### src/rtl/beep_pattern_gen.sv
// beep_pattern_gen: plays a sequence of tone bursts on a buzzer pin.
// A one-cycle start latches burst count, on-time and off-time (in units of
// UNIT_CYC clocks). The block alternates ON (tone) and OFF (silence) phases,
// reports busy while playing, and pulses done after the last burst.
// beep_env drives an active buzzer; beep carries a square wave for a passive one.
module beep_pattern_gen #(
    parameter int UNIT_CYC = 50_000,
    parameter int TONE_DIV = 12_500
) (
    input  logic       sys_clk,
    input  logic       sys_rst,
    input  logic       start,
    input  logic [3:0] beep_cnt,
    input  logic [7:0] on_units,
    input  logic [7:0] off_units,
    input  logic       abort,
    output logic       busy,
    output logic       done,
    output logic       beep_env,
    output logic       beep
);

    // Counter widths are kept at least 1 bit so a divider of 1 still elaborates.
    localparam int UW = (UNIT_CYC > 1) ? $clog2(UNIT_CYC) : 1;
    localparam int TW = (TONE_DIV > 1) ? $clog2(TONE_DIV) : 1;

    localparam logic [UW-1:0] UNIT_LAST = UW'(UNIT_CYC - 1);
    localparam logic [UW-1:0] UNIT_ONE  = UW'(1);
    localparam logic [TW-1:0] TONE_LAST = TW'(TONE_DIV - 1);
    localparam logic [TW-1:0] TONE_ONE  = TW'(1);

    localparam logic [1:0] S_IDLE = 2'd0;
    localparam logic [1:0] S_ON   = 2'd1;
    localparam logic [1:0] S_OFF  = 2'd2;

    logic [1:0]    r_state;
    logic [UW-1:0] r_unit_cnt;
    logic [7:0]    r_tally;
    logic [TW-1:0] r_tone_cnt;
    logic [3:0]    r_remaining;
    logic [7:0]    r_on_units;
    logic [7:0]    r_off_units;
    logic          r_busy;
    logic          r_done;
    logic          r_env;
    logic          r_beep;

    logic          w_unit_last;
    logic          w_on_last;
    logic          w_off_last;
    logic          w_tone_last;
    logic          w_start_ok;
    logic [3:0]    w_rem_dec;

    // Terminal-count decodes and start qualification for the sequencer.
    always_comb begin
        w_unit_last = (r_unit_cnt == UNIT_LAST);
        w_on_last   = w_unit_last && (r_tally == (r_on_units - 8'd1));
        w_off_last  = w_unit_last && (r_tally == (r_off_units - 8'd1));
        w_tone_last = (r_tone_cnt == TONE_LAST);
        w_start_ok  = start && !abort && (beep_cnt != 4'd0) && (on_units != 8'd0);
        w_rem_dec   = r_remaining - 4'd1;
    end

    // Sequencer: phase state, duration counters and registered outputs.
    always_ff @(posedge sys_clk) begin
        if (sys_rst) begin
            r_state     <= S_IDLE;
            r_unit_cnt  <= '0;
            r_tally     <= 8'd0;
            r_tone_cnt  <= '0;
            r_remaining <= 4'd0;
            r_on_units  <= 8'd0;
            r_off_units <= 8'd0;
            r_busy      <= 1'b0;
            r_done      <= 1'b0;
            r_env       <= 1'b0;
            r_beep      <= 1'b0;
        end else begin
            r_done <= 1'b0;
            case (r_state)
                S_IDLE: begin
                    if (w_start_ok) begin
                        r_state     <= S_ON;
                        r_on_units  <= on_units;
                        r_off_units <= off_units;
                        r_remaining <= beep_cnt;
                        r_unit_cnt  <= '0;
                        r_tally     <= 8'd0;
                        r_tone_cnt  <= '0;
                        r_busy      <= 1'b1;
                        r_env       <= 1'b1;
                        r_beep      <= 1'b1;
                    end else begin
                        r_busy <= 1'b0;
                        r_env  <= 1'b0;
                        r_beep <= 1'b0;
                    end
                end
                S_ON: begin
                    if (abort) begin
                        r_state     <= S_IDLE;
                        r_unit_cnt  <= '0;
                        r_tally     <= 8'd0;
                        r_tone_cnt  <= '0;
                        r_remaining <= 4'd0;
                        r_busy      <= 1'b0;
                        r_env       <= 1'b0;
                        r_beep      <= 1'b0;
                    end else if (w_on_last) begin
                        // Burst finished: counters reload, tone phase restarts on next ON.
                        r_remaining <= w_rem_dec;
                        r_unit_cnt  <= '0;
                        r_tally     <= 8'd0;
                        r_tone_cnt  <= '0;
                        if (w_rem_dec == 4'd0) begin
                            r_state <= S_IDLE;
                            r_busy  <= 1'b0;
                            r_done  <= 1'b1;
                            r_env   <= 1'b0;
                            r_beep  <= 1'b0;
                        end else if (r_off_units == 8'd0) begin
                            r_state <= S_ON;
                            r_busy  <= 1'b1;
                            r_env   <= 1'b1;
                            r_beep  <= 1'b1;
                        end else begin
                            r_state <= S_OFF;
                            r_busy  <= 1'b1;
                            r_env   <= 1'b0;
                            r_beep  <= 1'b0;
                        end
                    end else begin
                        if (w_unit_last) begin
                            r_unit_cnt <= '0;
                            r_tally    <= r_tally + 8'd1;
                        end else begin
                            r_unit_cnt <= r_unit_cnt + UNIT_ONE;
                        end
                        if (w_tone_last) begin
                            r_tone_cnt <= '0;
                            r_beep     <= ~r_beep;
                        end else begin
                            r_tone_cnt <= r_tone_cnt + TONE_ONE;
                        end
                    end
                end
                S_OFF: begin
                    if (abort) begin
                        r_state     <= S_IDLE;
                        r_unit_cnt  <= '0;
                        r_tally     <= 8'd0;
                        r_tone_cnt  <= '0;
                        r_remaining <= 4'd0;
                        r_busy      <= 1'b0;
                        r_env       <= 1'b0;
                        r_beep      <= 1'b0;
                    end else if (w_off_last) begin
                        r_state    <= S_ON;
                        r_unit_cnt <= '0;
                        r_tally    <= 8'd0;
                        r_tone_cnt <= '0;
                        r_busy     <= 1'b1;
                        r_env      <= 1'b1;
                        r_beep     <= 1'b1;
                    end else if (w_unit_last) begin
                        r_unit_cnt <= '0;
                        r_tally    <= r_tally + 8'd1;
                    end else begin
                        r_unit_cnt <= r_unit_cnt + UNIT_ONE;
                    end
                end
                default: begin
                    r_state     <= S_IDLE;
                    r_unit_cnt  <= '0;
                    r_tally     <= 8'd0;
                    r_tone_cnt  <= '0;
                    r_remaining <= 4'd0;
                    r_busy      <= 1'b0;
                    r_env       <= 1'b0;
                    r_beep      <= 1'b0;
                end
            endcase
        end
    end

    assign busy     = r_busy;
    assign done     = r_done;
    assign beep_env = r_env;
    assign beep     = r_beep;

endmodule

### config.mk
export PLATFORM = sky130hd
export DESIGN_NAME = beep_pattern_gen
export DESIGN_NICKNAME = d
export VERILOG_FILES = /design/src/rtl/beep_pattern_gen.sv
export SDC_FILE = /design/constraint.sdc
export NUM_CORES = 1
export LEC_CHECK = 0
export CORE_MARGIN = 5
export CORE_UTILIZATION = 40
export DETAILED_ROUTE_END_ITERATION = 10
export PLACE_DENSITY = 0.6
export SYNTH_ARGS = -nofsm -noshare
export SYNTH_HDL_FRONTEND = slang
export SYNTH_SLANG_ARGS = --single-unit
### constraint.sdc
create_clock -name sys_clk -period 3.4 [get_ports sys_clk]
set_input_delay 1.02 -clock sys_clk [delete_from_list [all_inputs] [get_ports sys_clk]]
set_output_delay 1.02 -clock sys_clk [all_outputs]
set_load 0.02 [all_outputs]
**Word level (Yosys, flattened, before mapping)**

Index checks and enable logic that the tools add are counted.

- Register bits after elaboration: 64
- Bits of input ports: 24
- Output and inout bits: 4
- Logic and storage cells: 100

- Add/subtract/negate cells: 6
- Eq/ne operators: 11
- Multiplexer cells: 51
- Bitwise gates (word level): 3
- Reduce and logical (&&, ||, !) cells: 18

Operators with widths:

| operator | count |
|---|---|
| 16-bit two-way mux | 6 |
| 14-bit two-way mux | 6 |
| 8-bit two-way mux | 6 |
| 16-bit case mux with 3 select lines | 1 |
| 14-bit case mux with 3 select lines | 1 |
| 8-bit case mux with 3 select lines | 1 |
| 16-bit by 1-bit adder with 16-bit output, second input constant | 1 |
| 16-bit == test, second input constant | 1 |
| 8-bit == test | 2 |
| 4-bit two-way mux | 4 |
| 8-bit by 1-bit subtractor with 8-bit output, second input constant | 2 |
| 14-bit by 1-bit adder with 14-bit output, second input constant | 1 |
| 14-bit == test, second input constant | 1 |
| 1-bit two-way mux | 14 |
| 2-bit two-way mux | 7 |
| 4-bit case mux with 3 select lines | 1 |
| 1-bit case mux with 3 select lines | 3 |
| 8-bit by 1-bit adder with 8-bit output, second input constant | 1 |
| 8-bit logical NOT | 1 |
| 2-bit AND reduction | 4 |
| 8-bit nonzero test | 1 |
| 3-bit != test, second input constant | 2 |
| 2-bit case mux with 3 select lines | 1 |
| 3-bit AND reduction | 2 |
| 12 further kinds | 19 |

**Depth between registers and ports, before layout**

- Depth in word-level cells: 6
- Gate-level depth with buffers: 11
- Gate-level depth less buffers: 9

**Least setup slack after synthesis**

OpenSTA, ideal clock, no wires.

- Path type: input port to flip-flop
- Start point: input beep_cnt[2]
- End point: register r_off_units[0]
- Setup time: 0.128 ns
- Arrival time: 2.936 ns
- Data required time: 3.272 ns
- Path slack: 0.336 ns
- Stages: 7
- Path buffers: 2
- Cell sequence: or4_1 > and3_1 > nand3_1 > clkbuf_1 > buf_1 > mux2i_1 > nor2_1

- Word-level cells in the longest chain between the ends: 4

RTL lines:

| what | RTL line | text |
|---|---|---|
| start, declared | 13 | `input logic [3:0] beep_cnt,` |
| 4-bit nonzero test | 61 | `w_start_ok = start && !abort && (beep_cnt != 4'd0) && (on_units != 8'd0);` |
| 1-bit logical AND (2 in a row) | 61 |  |
| 2-bit AND reduction (no source line) | -- |  |
| end signal, assigned | 86 | `r_off_units <= off_units;` |
| end, declared | 42 | `logic [7:0] r_off_units;` |

Every way passes these cells.
A chain may end at the register's enable or synchronous reset.

**Final worst setup path**

- Start point: input beep_cnt[1]
- End point: register r_unit_cnt[10]

- Word-level cells in the longest chain between the ends: 4

RTL lines:

| what | RTL line | text |
|---|---|---|
| 4-bit nonzero test | 61 |  |
| 1-bit logical AND (2 in a row) | 61 |  |
| 2-bit != test (no source line) | -- |  |
| end signal, assigned | 138 | `r_unit_cnt <= r_unit_cnt + UNIT_ONE;` |
| end signal, assigned | 170 | `r_unit_cnt <= r_unit_cnt + UNIT_ONE;` |
| end, declared | 37 | `logic [UW-1:0] r_unit_cnt;` |

Every way passes these cells.

==> impl_metrics.csv <==
group,metric,value,unit
global_routing,grt_pass1_vias,3071,
floorplan,die_height,106,um
sta,fin_crit,3020,ps
worst_setup_path,reg2reg_depth,10,
worst_setup_path,cp.arrival,3290,ps
finish,multi_input_area,2240,um^2
worst_setup_path,r2r_slack,470,ps
drt,drt-wirelength-per-cell,14.5,um
synthesis,yosysTopAreaCell,"dfxtp_1",
synthesis,yosysTopAreaCellShare,35.1,%
global_routing,grt_start_max_net_pins,24,
place,hpwl,6.25,mm
clocking,clockBufferDepth,2,
place,port_buffers,27,
synthesis,syn_nets,473,
sta,drv_slew,0,
floorplan,ios,28,
global_routing,grt_pass1_wl,14.5,mm
sta,clock.fmax,331,MHz
worst_setup_path,worst-path-max-fanout,3,
worst_setup_path,critPathLaunchType,"primary input",
clocking,cts_root_buf,"clkbuf_8",
power_and_ir_drop,clockPowerShare,37.9,%
worst_setup_path,timing.rr.start,"r_off_units[0]$_SDFFE_PP0P_",
clocking,holdBufCountCts,0,
hold_path,hold_path_class,"flop to flop",
floorplan,num_rows,34,
drt,wl,8.49,mm
floorplan,floorplan.die_area,11100,um^2
sta,hold_violations,0,
power_and_ir_drop,leakagePower,1.69,nW
drt,dr_total_vias,3225,
hold_path,whs_endpoint,"busy$_SDFFE_PP0P_",
worst_setup_path,path_class,"primary input to flop",
synthesis,async_reset_ff_share,0,%
drt,viasPerCell,5.51,
finish,n_fill_cell,867,
drt,drtIter0Drc,165,
clocking,cts_sinks,64,
global_routing,grt_usage,15.6,%
clocking,postCtsSetupRepairBufs,0,
synthesis,synth_area_leaders,"dfxtp_1 35%, mux2i_1 5.2%, nor2_1 5.1%, xnor2_1 5.0%, xor2_1 4.8%",
hold_path,hold_depth,2,
synthesis,synth-main-ff-cell,"dfxtp_1",
sta,finalSetupViolations,0,
synthesis,avgSynthCellArea,8.35,um^2
sta,fin_skew,2.70,ps
clocking,cts_tree,"built",
power_and_ir_drop,p_comb_share,21.3,%
clocking,path_clk_slew,70,ps
floorplan,core-area,8810,um^2
finish,final_layout_size_suffix_gt1_share,8.81,%
place,gp_congestion,0.785,
floorplan,floorplan.initialDensity,41.5,%
power_and_ir_drop,ir_drop,0.000238,V
sta,period_share,88.7,%
global_routing,grt_overflow_total,0,
clocking,numCtsBuffers,9,
power_and_ir_drop,switching_share,27.5,%
sta,fin_setup_tns,0,ps
synthesis,syn_inst,437,
finish,area_delta_synth_final,19.3,%
synthesis,synth.yosys.seq_area_share,35.1,%
hold_path,min_from,"busy$_SDFFE_PP0P_",
clocking,cts.repair.resized,0,
worst_setup_path,cp-end-kind,"flop",
synthesis,yosys_warnings,0,
finish,final_nets,508,
finish,diodes,0,
sta,tightest_slew,609,ps
worst_setup_path,reg2reg_to,"r_tone_cnt[4]$_SDFFE_PP0P_",
status,outcome,"completed",
clocking,htree_levels,3,
worst_setup_path,crit_required,3670,ps
power_and_ir_drop,p_int,0.00146,W
flow_run,cap_viol_max_count,0,
drt,drc,0,
power_and_ir_drop,switchingPower,0.000554,W
drt,dr.pass1.iters,4,
sta,rsz0062_at_grt,"no",
synthesis,synth_edf_count,0,
power_and_ir_drop,p_seq_share,40.8,%
finish,seq_area,1280,um^2
worst_setup_path,startpoint,"beep_cnt[1]",
finish,fin_util,49.5,%
floorplan,die_w,106,um
sta,max_slew_margin,59.4,%
synthesis,synth_area,3650,um^2
drt,ant_nets,0,
power_and_ir_drop,powerDensity,462,nW/um^2
global_routing,antenna_found_initial,0,
synthesis,yosysUniqueCellTypes,60,
synthesis,ys_ff_latch,64,
clocking,insertion_delay,340,ps
## placed cells by master, fill, tap and decap left out, types with 12 or more instances in the layout
cell type,netlist,layout
xnor2_1,21,21
nand3_1,14,14
mux2i_1,19,19
clkbuf_8,0,12
xor2_1,20,20
dfxtp_1,64,64
nor2_1,50,50
ha_1,12,12
nand2_1,33,33
inv_1,13,13
a21oi_1,23,23
nor3_1,20,20
buf_4,0,17
clkdlybuf4s50_1,0,26
and3_1,14,14
## critical path: stages
cell and delay, ps:
clkdlybuf4s50_1 480, or4_1 110, and3_1 230, a21bo_2 160, nand4_1 140, or3_1 390
or4b_2 610, a21oi_1 150
## power groups by stage
stage                     clock network (W)  registers [W]  logic (W)
after floorplan                           0       0.000832   0.000294
after global placement                    0       0.000835   0.000424
after detailed placement                  0       0.000837   0.000428
after CTS                          0.000783       0.000820   0.000431
after global routing               0.000814       0.000825   0.000474
final                              0.000762       0.000821   0.000428
## logic make-up (layout without fill, tap and decap cells)
group	count (synthesis)	in the layout	synth area share, %
and+or+nand+nor	187	187	26.6
AOI/OAI and AO/OA	80	80	15.5
DFF	64	64	35.1
xor gates and xnor gates	41	41	9.84
buffers and inverters	34	74	3.60
muxes	19	19	5.21
adders and majority gates	12	12	4.11
## metal layers
| metal | share of wire [%] | track usage (%) | vias up |
|---|---|---|---|
| met5 | 0 | 0 | - |
| met1 | 47 | 19.5 | 1506 |
| li1 | - | - | 1650 |
| met3 | 4.4 | 3.67 | 9 |
| met2 | 47 | 26.1 | 60 |
| met4 | 1.3 | 5.92 | 0 |
## registers in the layout, summed over array words and instances (netlist names)
register / cells
r_remaining: 4
beep_env: 1
busy: 1
r_off_units: 8
r_tally: 8
r_unit_cnt: 16
done: 1
r_tone_cnt: 14
r_on_units: 8
r_state: 2
beep: 1
## cell usage after synthesis (all sizes together), types with 13 or more instances
master	count
nor3	20
xor2	20
xnor2	21
clkbuf	17
and3	14
nor2	50
inv	13
a21oi	23
nand2	33
mux2i	19
dfxtp	64
nand3	14
## stage by stage
| stage | power, W | setup WS (ps) | instance area, um^2 | cells | hold slack, ps |
|---|---|---|---|---|---|
| floorplan | 0.00113 | 336 | 3650 | 437 | 444 |
| global placement | 0.00126 | 73.9 | 4120 | 569 | 455 |
| detailed placement | 0.00127 | 43.5 | 4120 | 569 | 468 |
| CTS | 0.00203 | 405 | 4360 | 585 | 477 |
| global route | 0.00211 | 240 | 4360 | 585 | 490 |
| finish | 0.00201 | 383 | 4360 | 585 | 475 |
## area by class of cell
class	count	area share, %
inverter	13	1.12
multi-input combinational	339	51.5
tap	108	3.10
timing repair buffer	45	9.48
clock inverter	2	1.38
sequential	64	29.4
clock buffer	14	3.96
## worst max-delay path by stage
| stage | end | slack, ps | cells after the start |
|---|---|---|---|
| 2_1_floorplan | r_off_units[0]$_SDFFE_PP0P_ | 340 | 7 |
| 3_3_place_gp | r_unit_cnt[12]$_SDFFE_PP0P_ | 70 | 9 |
| 3_5_place_dp | r_unit_cnt[10]$_SDFFE_PP0P_ | 40 | 8 |
| 4_1_cts | r_unit_cnt[10]$_SDFFE_PP0P_ | 400 | 8 |
| 5_1_grt | r_unit_cnt[10]$_SDFFE_PP0P_ | 240 | 8 |
| 6_report | r_unit_cnt[10]$_SDFFE_PP0P_ | 380 | 8 |
Power figures use the tool's default switching activity.
